$ cat config.mk
export PLATFORM = sky130hd
export DESIGN_NAME = split_sampler
export DESIGN_NICKNAME = d
export VERILOG_FILES = /design/src/rtl/split_pkg.sv /design/src/rtl/split_lfsr.sv /design/src/rtl/split_sampler.sv
export SDC_FILE = /design/constraint.sdc
export NUM_CORES = 1
export LEC_CHECK = 0
export BUFFER_PORTS_ARGS = -buffer_cell sky130_fd_sc_hd__buf_2
export CAP_MARGIN = 20
export CORE_AREA = 2 2 165 167
export DETAILED_ROUTE_END_ITERATION = 7
export DIE_AREA = 0 0 167 169
export PLACE_DENSITY_LB_ADDON = 0.15
export SYNTH_ARGS = -nofsm -noshare
export SYNTH_HDL_FRONTEND = slang
export SYNTH_SLANG_ARGS = --single-unit
$ cat constraint.sdc
create_clock -name clk -period 2.19 [get_ports clk]
set_input_delay 0.1095 -clock clk [delete_from_list [all_inputs] [get_ports clk]]
set_output_delay 0.1095 -clock clk [all_outputs]
set_load 0.1 [all_outputs]
$ cat src/rtl/split_pkg.sv
// Shared types and constants for the split_sampler candidate generator.
// Provides the FSM state enum, LFSR constants and the word-count helper.
package split_pkg;

    typedef enum logic [1:0] {
        IDLE,
        GEN,
        CHECK,
        HOLD
    } state_t;

    localparam logic [31:0] LFSR_POLY      = 32'h80200003;
    localparam logic [31:0] LFSR_SEED_DFLT = 32'h00000001;

    // Number of 32-bit words needed to cover a w-bit candidate.
    function automatic int WORDS_F(input int w);
        return (w + 31) / 32;
    endfunction

endpackage

$ cat src/rtl/split_lfsr.sv
// 32-bit Galois LFSR (left-shifting, feedback taps LFSR_POLY).
// Ports: clk, rst_n (async low), load/seed (reseed), step (advance), q (state).
module split_lfsr
    import split_pkg::*;
(
    input  logic        clk,
    input  logic        rst_n,
    input  logic        load,
    input  logic [31:0] seed,
    input  logic        step,
    output logic [31:0] q
);

    always_ff @(posedge clk or negedge rst_n) begin
        if (!rst_n) begin
            q <= LFSR_SEED_DFLT;
        end else if (load) begin
            // An all-zero state would lock up the LFSR.
            q <= (seed == 32'h0) ? LFSR_SEED_DFLT : seed;
        end else if (step) begin
            q <= {q[30:0], 1'b0} ^ (q[31] ? LFSR_POLY : 32'h0);
        end
    end

endmodule

$ cat src/rtl/split_sampler.sv
// Random candidate generator: fills CAND_W bits from an LFSR, samples the
// checker verdict, offers accepted candidates on a valid/ready handshake.
// Ports: clk, rst_n, start_i, seed_i, cand_o, sat_i, sol_valid_o,
//        sol_ready_i, sol_o, busy_o, fail_o, tries_o
//        (+ rej_total_o when SPLIT_SAMPLER_STATS_EN is defined).
module split_sampler
    import split_pkg::*;
#(
    parameter int CAND_W    = 185,
    parameter int MAX_TRIES = 1024
) (
    input  logic                           clk,
    input  logic                           rst_n,
    input  logic                           start_i,
    input  logic [31:0]                    seed_i,
    output logic [CAND_W-1:0]              cand_o,
    input  logic                           sat_i,
    output logic                           sol_valid_o,
    input  logic                           sol_ready_i,
    output logic [CAND_W-1:0]              sol_o,
    output logic                           busy_o,
    output logic                           fail_o,
    output logic [$clog2(MAX_TRIES+1)-1:0] tries_o
`ifdef SPLIT_SAMPLER_STATS_EN
    ,
    output logic [31:0]                    rej_total_o
`endif
);

    localparam int WORDS = WORDS_F(CAND_W);
    localparam int TW    = $clog2(MAX_TRIES + 1);
    localparam int CW    = $clog2(WORDS + 1);

    localparam logic [TW-1:0] MAX_T = TW'(MAX_TRIES);
    localparam logic [CW-1:0] WLAST = CW'(WORDS - 1);

    state_t            r_state;
    logic [CAND_W-1:0] r_cand;
    logic [CW-1:0]     r_wcnt;
    logic [TW-1:0]     r_tries;
    logic              r_valid;
    logic              r_busy;
    logic              r_fail;

    logic [31:0]       w_lfsr_q;
    logic              w_load;
    logic              w_step;
    logic [TW-1:0]     w_tries_inc;

    assign w_load = (r_state == IDLE) && start_i;
    assign w_step = (r_state == GEN);

    assign w_tries_inc = (r_tries == MAX_T) ? r_tries : r_tries + 1'b1;

    split_lfsr u_lfsr (
        .clk   (clk),
        .rst_n (rst_n),
        .load  (w_load),
        .seed  (seed_i),
        .step  (w_step),
        .q     (w_lfsr_q)
    );

    always_ff @(posedge clk or negedge rst_n) begin
        if (!rst_n) begin
            r_state <= IDLE;
            r_cand  <= '0;
            r_wcnt  <= '0;
            r_tries <= '0;
            r_valid <= 1'b0;
            r_busy  <= 1'b0;
            r_fail  <= 1'b0;
        end else begin
            unique case (r_state)
                IDLE: begin
                    if (start_i) begin
                        r_tries <= '0;
                        r_fail  <= 1'b0;
                        r_wcnt  <= '0;
                        r_busy  <= 1'b1;
                        r_state <= GEN;
                    end
                end
                GEN: begin
                    // Bits above CAND_W fall off; only the low part is kept.
                    r_cand <= (r_cand << 32) | CAND_W'(w_lfsr_q);
                    r_wcnt <= r_wcnt + 1'b1;
                    if (r_wcnt == WLAST) begin
                        r_state <= CHECK;
                    end
                end
                CHECK: begin
                    r_tries <= w_tries_inc;
                    if (sat_i) begin
                        r_valid <= 1'b1;
                        r_state <= HOLD;
                    end else if (w_tries_inc == MAX_T) begin
                        r_fail  <= 1'b1;
                        r_busy  <= 1'b0;
                        r_state <= IDLE;
                    end else begin
                        r_wcnt  <= '0;
                        r_state <= GEN;
                    end
                end
                HOLD: begin
                    if (sol_ready_i) begin
                        r_valid <= 1'b0;
                        r_busy  <= 1'b0;
                        r_state <= IDLE;
                    end
                end
                default: begin
                    r_state <= IDLE;
                end
            endcase
        end
    end

    assign cand_o      = r_cand;
    assign sol_o       = r_cand;
    assign sol_valid_o = r_valid;
    assign busy_o      = r_busy;
    assign fail_o      = r_fail;
    assign tries_o     = r_tries;

`ifdef SPLIT_SAMPLER_STATS_EN
    logic [31:0] r_rej_total;

    always_ff @(posedge clk or negedge rst_n) begin
        if (!rst_n) begin
            r_rej_total <= '0;
        end else if ((r_state == CHECK) && !sat_i) begin
            r_rej_total <= r_rej_total + 32'd1;
        end
    end

    assign rej_total_o = r_rej_total;
`else
    // Reject statistics are not built in this configuration.
`endif

endmodule

# == Yosys cells after proc, flatten, opt, wreduce, memory -nomap -nowiden ==
# Index checks and enable logic that the tools add are counted.
# word_totals
wordCells,67
input_bits,37
out_inout_bits,384
reg_bits,236
# classes
addsub,2
bitwise_logic,2
n_eq_ne,13
n_mux,28
n_reduce_logical,14
# op_table
cell,n
185-bit by 32-bit OR with 185-bit output,1
32-bit 2-to-1 mux,4
32-bit zero test,1
32-bit XOR,1
11-bit == test (second input constant),2
11-bit 2-to-1 mux,2
11-bit case mux with 2 select lines,1
2-bit inequality test (second input constant),7
11-bit by 1-bit adder with 11-bit output (second input constant),1
1-bit 2-to-1 mux,9
3-bit 2-to-1 mux,3
3-bit case mux with 3 select lines,1
2-bit 2-to-1 mux,4
2-bit case mux with 4 select lines,1
4-bit AND reduction,2
3-bit AND reduction,2
2-bit nonzero test,3
3-bit nonzero test,2
5-bit AND reduction,1
2-bit == test (second input constant),2
1-bit case mux with 2 select lines,2
3-bit by 1-bit adder with 3-bit output (second input constant),1
3-bit == test (second input constant),1
1-bit case mux with 3 select lines,1
other kinds (4),4

# == Longest topological paths before layout ==
# Gate-level depths: netlist of run 1.
# logic_depth
word_depth,6
mapped_depth,9
depth_no_buf,8

# == By module ==
# A second synthesis of run 1 with hierarchy kept.
# unflattened
cells_unflattened,891
hier_area_um2,11103.1
# modules_own_cells
mod,seq_area_each_um2,area_each_um2,cells_per_inst,instances
split_sampler,5104.9,9535.4,736,1
split_lfsr,802.0,1567.8,155,1

# == Worst setup path after synthesis of run 1 ==
# Ideal clock, no wire load.
# synth_path
path_kind,register to register
startpoint,register r_tries[1] (netlist: tries_o[1])
endpoint,register r_wcnt[0]
path_stages_with_launch,9
setup_ns,0.125
n_path_buf,1
period_less_slack_ns,2.849
t_arrival_ns,2.724
required_time_ns,2.065
setup_slack_ns,-0.659
path_cell_list,dfrtp_1 ha_1 buf_2 nand4_1 nor4_1 o22ai_2 nor4b_4 or2_4 mux2_4
# synth_between
elab_chain_cells,5
word_cells_on_any_way,6
classes_between,add/sub: 1; eq/ne: 3; mux: 1; reduce/logical: 1
# synth_rtl
item,line_no,source
"start, declared",split_sampler.sv:40,logic [TW-1:0] r_tries;
"start signal, assigned",split_sampler.sv:93,r_tries <= w_tries_inc;
11-bit by 1-bit adder with 11-bit output / 11-bit == test (equally long branches),split_sampler.sv:53,assign w_tries_inc = (r_tries == MAX_T) ? r_tries : r_tries + 1'b1;
11-bit 2-to-1 mux (*),split_sampler.sv:53,
11-bit == test (*),split_sampler.sv:97,end else if (w_tries_inc == MAX_T) begin
2-bit inequality test (no source line) (*),n/a,
4-bit AND reduction (no source line) (*),n/a,
"end signal, assigned",split_sampler.sv:87,r_wcnt <= r_wcnt + 1'b1;
"end, declared",split_sampler.sv:39,logic [CW-1:0] r_wcnt;
# Every way passes the cells marked *; elsewhere a longest branch is shown, timed or not.
# A chain may end at the register's enable or synchronous reset.

# == Worst setup path in the final report of run 1 ==
# layout_path
startpoint,register r_tries[0] (netlist: tries_o[0])
endpoint,register r_wcnt[0]
# Same word-level chain as after synthesis.

==> flow_summary.toml, run 1 <==
[run_status]
status = "completed"

[cts]
clock_path_buffers = 3
clock_pin_slew_worst_setup_and_hold_paths_ns = 0.06
clk_latency_ns = 0.53
clock-root-buffer = "clkbuf_16"
cts_tree = "done"
htree_levels = 1
cts.sink_count = 236
cts_inserted_buffers = 26

[layout]
final_nets = 1229
layout_overhead_on_the_synthesized_area_pct = 23.69
final_layout_size_suffix_gt1_share_pct = 49.63
finish.utilization_pct = 51.82
n_fill_cell = 2406

[drt]
routed_wirelength_mm = 25.78
drc = 0
wl_per_cell_um = 16.71
via_count = 7360
drtPass1Iterations = 4
drt-initial-drc-count = 349
drt-vias-per-instance = 4.770
drtAntennaViolNets = 0

[floorplan]
i_o_pin_total = 421
dieArea_mm2 = 0.02822
num_rows = 60
initial_utilization_pct = 41.90
dieWidth_um = 167
die_h_um = 169
core_region_area_mm2 = 0.02650

[logic_synthesis]
syn-mean-instance-area_um2 = 12.45
synthesis.area_mm2 = 0.01110
synth_seq_area_share_pct = 53.20
syn_inst = 892
synth_edf_count = 0
number_of_warnings_printed_during_yosys_synthesis = 0
synth_async_sr_flop_share_pct = 100.0
dominantRegCellSynth = "dfrtp_1"
synth_cell_types = 52
ys_ff_latch = 236
syn-num-nets = 939

[critical_path]
cp_data_arrival_time_ns = 2.51
path_buf_inv = 0
crit_path_max_fo = 6
cp_top_family = "simple AND/OR/NAND/NOR gates"
cp_cell_sequence = "ha_4, nor3_1, o2111ai_1, a21o_1, nor4b_4, or2_4, mux2_4"
worst-endpoint-required_ns = 2.60
cpPeakStageDelay_ns = 0.51
endpoint_kind = "register"
cp_slowest_cell = "dfrtp_4"
kind_of_critical_path = "reg2reg"
cp-start-kind = "register"

[grt]
grt_max_degree = 63
grt_remaining_overflow = 0
first_global_vias = 6997
grt_first_pass_wirelength_mm = 40.12
grt_util_all_layers_pct = 17.59
initial_antenna_violation_count = 0

[sta]
finalMaxSlewViolations = 0
grt_setup_unrepaired = "no"
worst_clock_skew_ns = 0.007209
finalHoldViolCount = 0
tightestPinTransition_ns = 0.5204
slew-limit-headroom_pct = 65.31
worst_hold_margin_ns = 0.09800
max_clock_freq_ghz = 0.4771
postLayoutSetupSlackWorst_ns = 0.09384
timing.setup.tns_ns = 0
final.min_clock_period_ns = 2.096
setup_viol = 0
final_min_period_over_clock_period_pct = 95.72

[placement]
dp_slack_ns = 0.04562
io_buffers = 420
finalWeightedCongestion = 0.8208
dp_hpwl_mm = 18.26

[hold_path]
worstHoldPathType = "in2async"

[run]
maxCapViolations = 0
logic make-up after synthesis:
family / after synthesis / share of synthesized area, %
DFF: 236 / 53.20
xor gates and xnor gates: 3 / 0.2367
AOI/OAI and AO/OA: 80 / 4.226
buffers and inverters: 237 / 14.45
and+or+nand+nor: 109 / 5.094
muxes: 217 / 21.67
adders and majority gates: 10 / 1.127
final timing paths:
path	startpoint	end	slack, ns	cells past startpoint
worst max-delay path	tries_o[0]	r_wcnt[0]	0.09	7
worst min-delay path	rst_n	tries_o[5]	0.1	2
worst max register to register	tries_o[0]	r_wcnt[0]	0.09	7
worst min register to register	cand_o[166]	cand_o[166]	0.50	1
max in group asynchronous	rst_n	u_lfsr.q[0]	1.33	3
min in group clk	seed_i[27]	u_lfsr.q[27]	0.35	4
routing by layer:
layer / global-route usage (%) / wire, µm / up-vias
met3: 3.086 / 1627 / 32
li1: - / - / 3472
met1: 23.89 / 11010 / 3606
met4: 3.936 / 365 / 0
met5: 0 / 0 / -
met2: 29.63 / 12780 / 250
registers in the layout (all words and copies together) (netlist names):
| register | cells |
|---|---|
| u_lfsr.q | 32 |
| fail_o | 1 |
| sol_valid_o | 1 |
| busy_o | 1 |
| tries_o | 11 |
| r_wcnt | 3 |
| r_state | 2 |
| cand_o | 185 |
through the flow:
| step | cell area, µm² | instances |
|---|---|---|
| finish | 13730 | 1543 |
| floorplan | 11160 | 892 |
| CTS | 13680 | 1538 |
| detailed placement | 12440 | 1454 |
| global placement | 12440 | 1454 |
| global route | 13730 | 1542 |
cells in the mapped netlist (5+ instances only):
cell type / n / area [µm²]
a21oi_1: 9 / 45.04
buf_1: 7 / 26.28
buf_2: 7 / 35.03
buf_4: 186 / 1396
clkbuf_1: 25 / 93.84
dfrtp_1: 235 / 5881
ha_1: 10 / 125.1
inv_1: 10 / 37.54
mux2_1: 105 / 1182
mux2_2: 78 / 878.3
mux2i_1: 33 / 330.3
nand2_1: 56 / 210.2
nor2_1: 5 / 18.77
nor3_1: 9 / 45.04
nor4_1: 10 / 62.56
o21ai_0: 9 / 45.04
o21ai_1: 42 / 210.2
area by class of cell:
class	instances	area, µm²	area share [%]
diodes	1	2.502	0.01822
clock buffers	37	721.9	5.257
clock inverters	10	143.9	1.048
inverters	11	41.29	0.3007
multi-input cells	419	3651	26.59
flip-flops and latches	236	5933	43.20
well taps	341	426.7	3.107
repair buffers	488	2813	20.48
repair_timing:
| item | CTS | global route |
|---|---|---|
| hold endpoints to repair | 205 | 0 |
| setup buffers | 0 | 4 |
| setup endpoints to repair | 0 | 3 |
| gates resized for setup | 0 | 4 |
| hold buffers | 37 | 0 |
layout by cell type, fill, tap and decap left out, types with 3 or more instances in the layout:
cell type	synthesis	layout
buf_2	7	419
dfrtp_1	235	224
mux2_1	105	105
mux2_2	78	78
nand2_1	56	56
o21ai_1	42	42
dlygate4sd3_1	0	37
mux2i_1	33	32
clkbuf_16	0	26
buf_4	186	22
inv_1	10	9
o21ai_0	9	9
a21oi_1	9	9
nor4_1	10	9
nor3_1	9	8
ha_1	10	8
clkbuf_1	25	8
buf_12	0	8
dfrtp_2	0	6
nor2_1	5	5
dfrtp_4	0	5
nand4_1	4	4
o211ai_1	4	4
nand2b_1	3	3
nand3b_1	3	3
nand3_1	3	3
clkinv_2	0	3
clkbuf_8	0	3
bufinv_16	0	3
clkinvlp_4	0	3
Power of run 1 is not shown: default switching activity piles up to over one toggle a cycle in this logic, so the estimate is an artifact.
==> inputs of run 2 (changes only) <==
--- a/config.mk
+++ b/config.mk
@@ -5,11 +5,12 @@
 export SDC_FILE = /design/constraint.sdc
 export NUM_CORES = 1
 export LEC_CHECK = 0
+export ABC_AREA = 1
 export BUFFER_PORTS_ARGS = -buffer_cell sky130_fd_sc_hd__buf_2
 export CAP_MARGIN = 20
-export CORE_AREA = 2 2 165 167
+export CORE_AREA = 2 2 164 166
 export DETAILED_ROUTE_END_ITERATION = 7
-export DIE_AREA = 0 0 167 169
+export DIE_AREA = 0 0 166 168
 export PLACE_DENSITY_LB_ADDON = 0.15
 export SYNTH_ARGS = -nofsm -noshare
 export SYNTH_HDL_FRONTEND = slang
==> flow_summary.toml, run 2 <==
[cts]
post-cts-setup-buffers = 0
clk_latency_ns = 0.52
clock_pin_slew_worst_setup_and_hold_paths_ns = 0.06
hold_buffers = 37
cts_inserted_buffers = 26
clock_path_buffers = 3
clock-root-buffer = "clkbuf_16"
cts.sink_count = 236
cts.repair.resized = 0
cts_tree = "done"
htree_levels = 1

[logic_synthesis]
synthMostInstantiatedCell = "nand2_1"
synthesis.area_mm2 = 0.01097
synth.largest_area_cell = "dfrtp_1"
yosys-top-cells-count = "nand2_1, dfrtp_1, buf_4"
syn-mean-instance-area_um2 = 8.784
synthTopCellsByArea = "dfrtp_1, buf_4, nand2_1"
ys_ff_latch = 236
synth_largest_type_area_fraction_pct = 53.60
dominantRegCellSynth = "dfrtp_1"
syn-num-nets = 1296
synth_seq_area_share_pct = 53.84
synth_edf_count = 0
synth_async_sr_flop_share_pct = 100.0
synth_cell_types = 33
syn_inst = 1249
number_of_warnings_printed_during_yosys_synthesis = 0

[critical_path]
cp-start-kind = "input port"
worst-endpoint-required_ns = 2.64
crit_path_max_fo = 2
kind_of_critical_path = "in2reg"
rr_endpoint = "r_wcnt[1]"
worst-r2r-cell-count = 12
endpoint_kind = "register"
crit-reg2reg-launch = "tries_o[0]"
cp_data_arrival_time_ns = 2.38
worst-r2r-setup-slack_ns = 0.37

[drt]
drtPass1Iterations = 5
routed_wirelength_mm = 30.00
drc = 0
drt-vias-per-instance = 4.651
drt-initial-drc-count = 651
wl_per_cell_um = 16.08
via_count = 8679
drtAntennaViolNets = 0

[sta]
final.min_clock_period_ns = 1.929
finalHoldViolCount = 0
worst_clock_skew_ns = 0.01443
grt_setup_unrepaired = "no"
final_min_period_over_clock_period_pct = 88.08
setup_viol = 0
max_clock_freq_ghz = 0.5184
timing.setup.tns_ns = 0
slew-limit-headroom_pct = 64.03
tightestPinTransition_ns = 0.5433
finalMaxSlewViolations = 0

[floorplan]
core_region_area_mm2 = 0.02635
initial_utilization_pct = 41.64
num_rows = 60
die_h_um = 168
dieArea_mm2 = 0.02789
i_o_pin_total = 421
dieWidth_um = 166

[layout]
design_area_mm2 = 0.01331
final_layout_size_suffix_gt1_share_pct = 32.52
finish.utilization_pct = 50.51
diodes = 0
layout_overhead_on_the_synthesized_area_pct = 21.31
n_fill_cell = 2522
largest_reg_flops = 185
final_nets = 1557
most_common_cell_after_layout_fill_and_taps_aside = "buf_2"
layout_common_cells = "buf_2, nand2_1, dfrtp_1"

[placement]
io_buffers = 420
placed_area_mm2 = 0.01213
finalWeightedCongestion = 0.8369
dp_hpwl_mm = 21.19

[grt]
grt_remaining_overflow = 0
first_global_vias = 8104
grt_util_all_layers_pct = 20.80
initial_antenna_violation_count = 0
grt_max_degree = 101
grt_first_pass_wirelength_mm = 46.58

[run]
maxCapViolations = 0

[run_status]
status = "completed"

[hold_path]
worstHoldPathType = "in2async"
## run 2: layout make-up
class                   instances  area, µm²  area share (%)
clock buffers                  35      735.7           5.527
clock inverters                 8      70.07          0.5264
inverters                     122      462.9           3.478
multi-input cells             653       3014           22.65
flip-flops and latches        236       5913           44.43
well taps                     341      426.7           3.205
repair buffers                471       2688           20.19
## run 2: logic make-up after synthesis
kind of cell    Yosys count  share of synthesized area, %
simple gates            407                         15.00
flops                   236                         53.84
buf+inv                 360                         18.80
fa+ha+maj                10                         1.140
compound gates          232                         10.90
xor+xnor                  4                        0.3194
## run 2: how the worst max path moves through the flow
stage               cells after the start        from          end  slack [ns]
CTS                                     7  seed_i[21]  u_lfsr.q[0]        0.32
finish                                  7  seed_i[21]  u_lfsr.q[0]        0.26
floorplan                              11  tries_o[4]       fail_o        0.03
global placement                       12  tries_o[0]       fail_o        0.46
detailed placement                     10  tries_o[0]    r_wcnt[0]        0.38
global route                            7  seed_i[21]  u_lfsr.q[0]        0.10
## run 2: per-layer routing
layer / global-route usage [%] / share of wire, % / vias to the layer above
met4: 3.705 / 1.1 / 0
met2: 34.37 / 48 / 258
met3: 3.103 / 4.8 / 27
met1: 29.58 / 46 / 4118
met5: 0 / 0 / -
li1: - / - / 4276
## run 2: worst max-delay path, cell delays in order
cell,delay (ns)
dlygate4sd3_1,0.54
buf_2,0.14
nor4_1,0.24
dlygate4sd3_1,0.58
nand4_1,0.08
dlygate4sd3_1,0.56
a21oi_1,0.13
## run 2: per-stage QoR
step	std cells	hold slack, ns	worst slack (ns)
2_1_floorplan	1249	-0.1861	0.02728
3_3_place_gp	1786	0.09449	0.4647
3_5_place_dp	1786	0.09537	0.3849
4_1_cts	1866	0.1103	0.3171
5_1_grt	1866	0.1488	0.1038
6_report	1866	0.1182	0.2611
Power of run 2 is left out for the same reason.
==> inputs of run 3 (changes only) <==
--- a/config.mk
+++ b/config.mk
@@ -8,10 +8,11 @@
 export ABC_AREA = 1
 export BUFFER_PORTS_ARGS = -buffer_cell sky130_fd_sc_hd__buf_2
 export CAP_MARGIN = 20
-export CORE_AREA = 2 2 164 166
+export CORE_AREA = 2 2 165 167
 export DETAILED_ROUTE_END_ITERATION = 7
-export DIE_AREA = 0 0 166 168
+export DIE_AREA = 0 0 167 169
 export PLACE_DENSITY_LB_ADDON = 0.15
 export SYNTH_ARGS = -nofsm -noshare
 export SYNTH_HDL_FRONTEND = slang
+export SYNTH_HIERARCHICAL = 1
 export SYNTH_SLANG_ARGS = --single-unit
==> flow_summary.toml, run 3 <==
[run_status]
status = "completed"

[grt]
grt_remaining_overflow = 0
initial_antenna_violation_count = 0
grt_util_all_layers_pct = 20.46
first_global_vias = 7986
grt_first_pass_wirelength_mm = 46.28
grt_max_degree = 104

[layout]
design_area_mm2 = 0.01333
most_common_cell_after_layout_fill_and_taps_aside = "buf_2"
final_layout_size_suffix_gt1_share_pct = 32.23
final_nets = 1569
diodes = 0
layout_overhead_on_the_synthesized_area_pct = 20.20
layout_common_cells = "buf_2, nand2_1, dfrtp_1"
largest_reg_flops = 185

[logic_synthesis]
synth_edf_count = 0
synth_async_sr_flop_share_pct = 100.0
synth_cell_types = 34
ys_ff_latch = 236
syn-num-nets = 1317
yosys-top-cells-count = "nand2_1, dfrtp_1, o21ai_0"
dominantRegCellSynth = "dfrtp_1"
synthesis.area_mm2 = 0.01109
synth.largest_area_cell = "dfrtp_1"
synthTopCellsByArea = "dfrtp_1, buf_4, nand2_1"
synthMostInstantiatedCell = "nand2_1"
number_of_warnings_printed_during_yosys_synthesis = 6
synth_largest_type_area_fraction_pct = 53.02
synth_seq_area_share_pct = 53.26
syn-mean-instance-area_um2 = 8.719
syn_inst = 1272

[sta]
finalMaxSlewViolations = 0
grt_setup_unrepaired = "no"
finalHoldViolCount = 0
slew-limit-headroom_pct = 59.81
timing.setup.tns_ns = 0
final.min_clock_period_ns = 1.957
postLayoutSetupSlackWorst_ns = 0.2325
final_min_period_over_clock_period_pct = 89.38
max_clock_freq_ghz = 0.5109
worst_clock_skew_ns = 0.01490
tightestPinTransition_ns = 0.5988
setup_viol = 0

[critical_path]
crit-reg2reg-launch = "r_state[0]"
worst-endpoint-required_ns = 2.60
cpPeakStageDelay_ns = 0.57
rr_endpoint = "r_wcnt[0]"
cp_slowest_cell = "a311oi_1"
cp_data_arrival_time_ns = 2.37
kind_of_critical_path = "reg2reg"
worst-r2r-setup-slack_ns = 0.23
crit_path_max_fo = 7
cp_cell_sequence = "inv_1, ha_1, inv_1, a311oi_1, nand2_2, nand2_1, nand2_1"
endpoint_kind = "register"
worst-r2r-cell-count = 7
cp-start-kind = "register"

[cts]
cts_inserted_buffers = 26
clock_pin_slew_worst_setup_and_hold_paths_ns = 0.06
cts.repair.resized = 0
clock_path_buffers = 3
post-cts-setup-buffers = 0
htree_levels = 1
cts.sink_count = 236
clock-root-buffer = "clkbuf_16"
cts_tree = "done"
clk_latency_ns = 0.53

[placement]
finalWeightedCongestion = 0.8498
placed_area_mm2 = 0.01216
dp_hpwl_mm = 21.48
dp_slack_ns = 0.2500
io_buffers = 420

[floorplan]
die_h_um = 169
i_o_pin_total = 421
dieArea_mm2 = 0.02822
initial_utilization_pct = 41.85
num_rows = 60
dieWidth_um = 167
core_region_area_mm2 = 0.02650

[hold_path]
worstHoldPathType = "in2async"

[drt]
drc = 0
drt-initial-drc-count = 585
drtPass1Iterations = 5
drtAntennaViolNets = 0
wl_per_cell_um = 16.01
via_count = 8766
routed_wirelength_mm = 30.15
drt-vias-per-instance = 4.655

[run]
maxCapViolations = 0
[run 3: cell types whose count changed in the layout (fill, tap and decap cells not counted), sizes merged, moves of 5 or more]
cell    previous run  this run
a21oi             50        33
buf              434       429
clkbuf            35        41
inv              122       111
nand2            338       321
nand4              9         2
nor2              29        72
o21ai            162       202
[run 3: cell families after synthesis]
logic type / share of synthesized area (%)
xor gates and xnor gates: 0.3159
AOI/OAI and AO/OA: 11.81
DFF: 53.26
adders and majority gates: 0.9026
buffers and inverters: 18.67
and+or+nand+nor: 15.04
[run 3: metal layers]
layer	vias up	share of wire [%]	track usage, %
met4	0	2.1	5.060
met5	-	0	0
li1	4339	-	-
met2	280	47	33.46
met3	35	5.3	3.110
met1	4112	45	28.76
[run 3: worst max-delay path by stage]
stage,endpoint,slack [ns],start
after global placement,r_wcnt[0],0.38,r_state[0]
after CTS,r_wcnt[0],0.23,r_state[0]
after floorplan,fail_o,0.02,tries_o[6]
final,r_wcnt[0],0.23,r_state[0]
after detailed placement,r_wcnt[0],0.25,r_state[0]
after global routing,r_wcnt[1],0.01,r_state[0]
[run 3: final cells by class]
| class | instances | area [µm²] |
|---|---|---|
| clock buffers | 41 | 788.3 |
| clock inverters | 5 | 31.28 |
| fillers | 2596 | 13170 |
| inverters | 112 | 427.9 |
| multi-input cells | 684 | 3126 |
| flip-flops and latches | 236 | 5914 |
| well taps | 341 | 426.7 |
| repair buffers | 464 | 2618 |
[run 3: repair_timing]
action,in CTS,in global routing
hold buffers,35,0
endpoints found under the setup margin,0,0
hold endpoints to repair,268,0
[run 3: metrics by stage]
stage | std cells | hold WS (ns) | utilization (%)
6_report | 1883 | 0.07225 | 50.31
5_1_grt | 1883 | 0.08745 | 50.31
3_3_place_gp | 1802 | 0.03174 | 45.89
2_1_floorplan | 1272 | -0.1861 | -
3_5_place_dp | 1802 | 0.03031 | 45.89
4_1_cts | 1883 | 0.06154 | 50.31
[run 3: worst max-delay path: cells and delay by family (launching register included)]
kind	cells	cell delay [ns]
compound gates	1	0.57
fa+ha+maj	1	0.31
buf+inv	2	0.26
flops	1	0.42
simple gates	3	0.28
Power of run 3 is left out for the same reason.
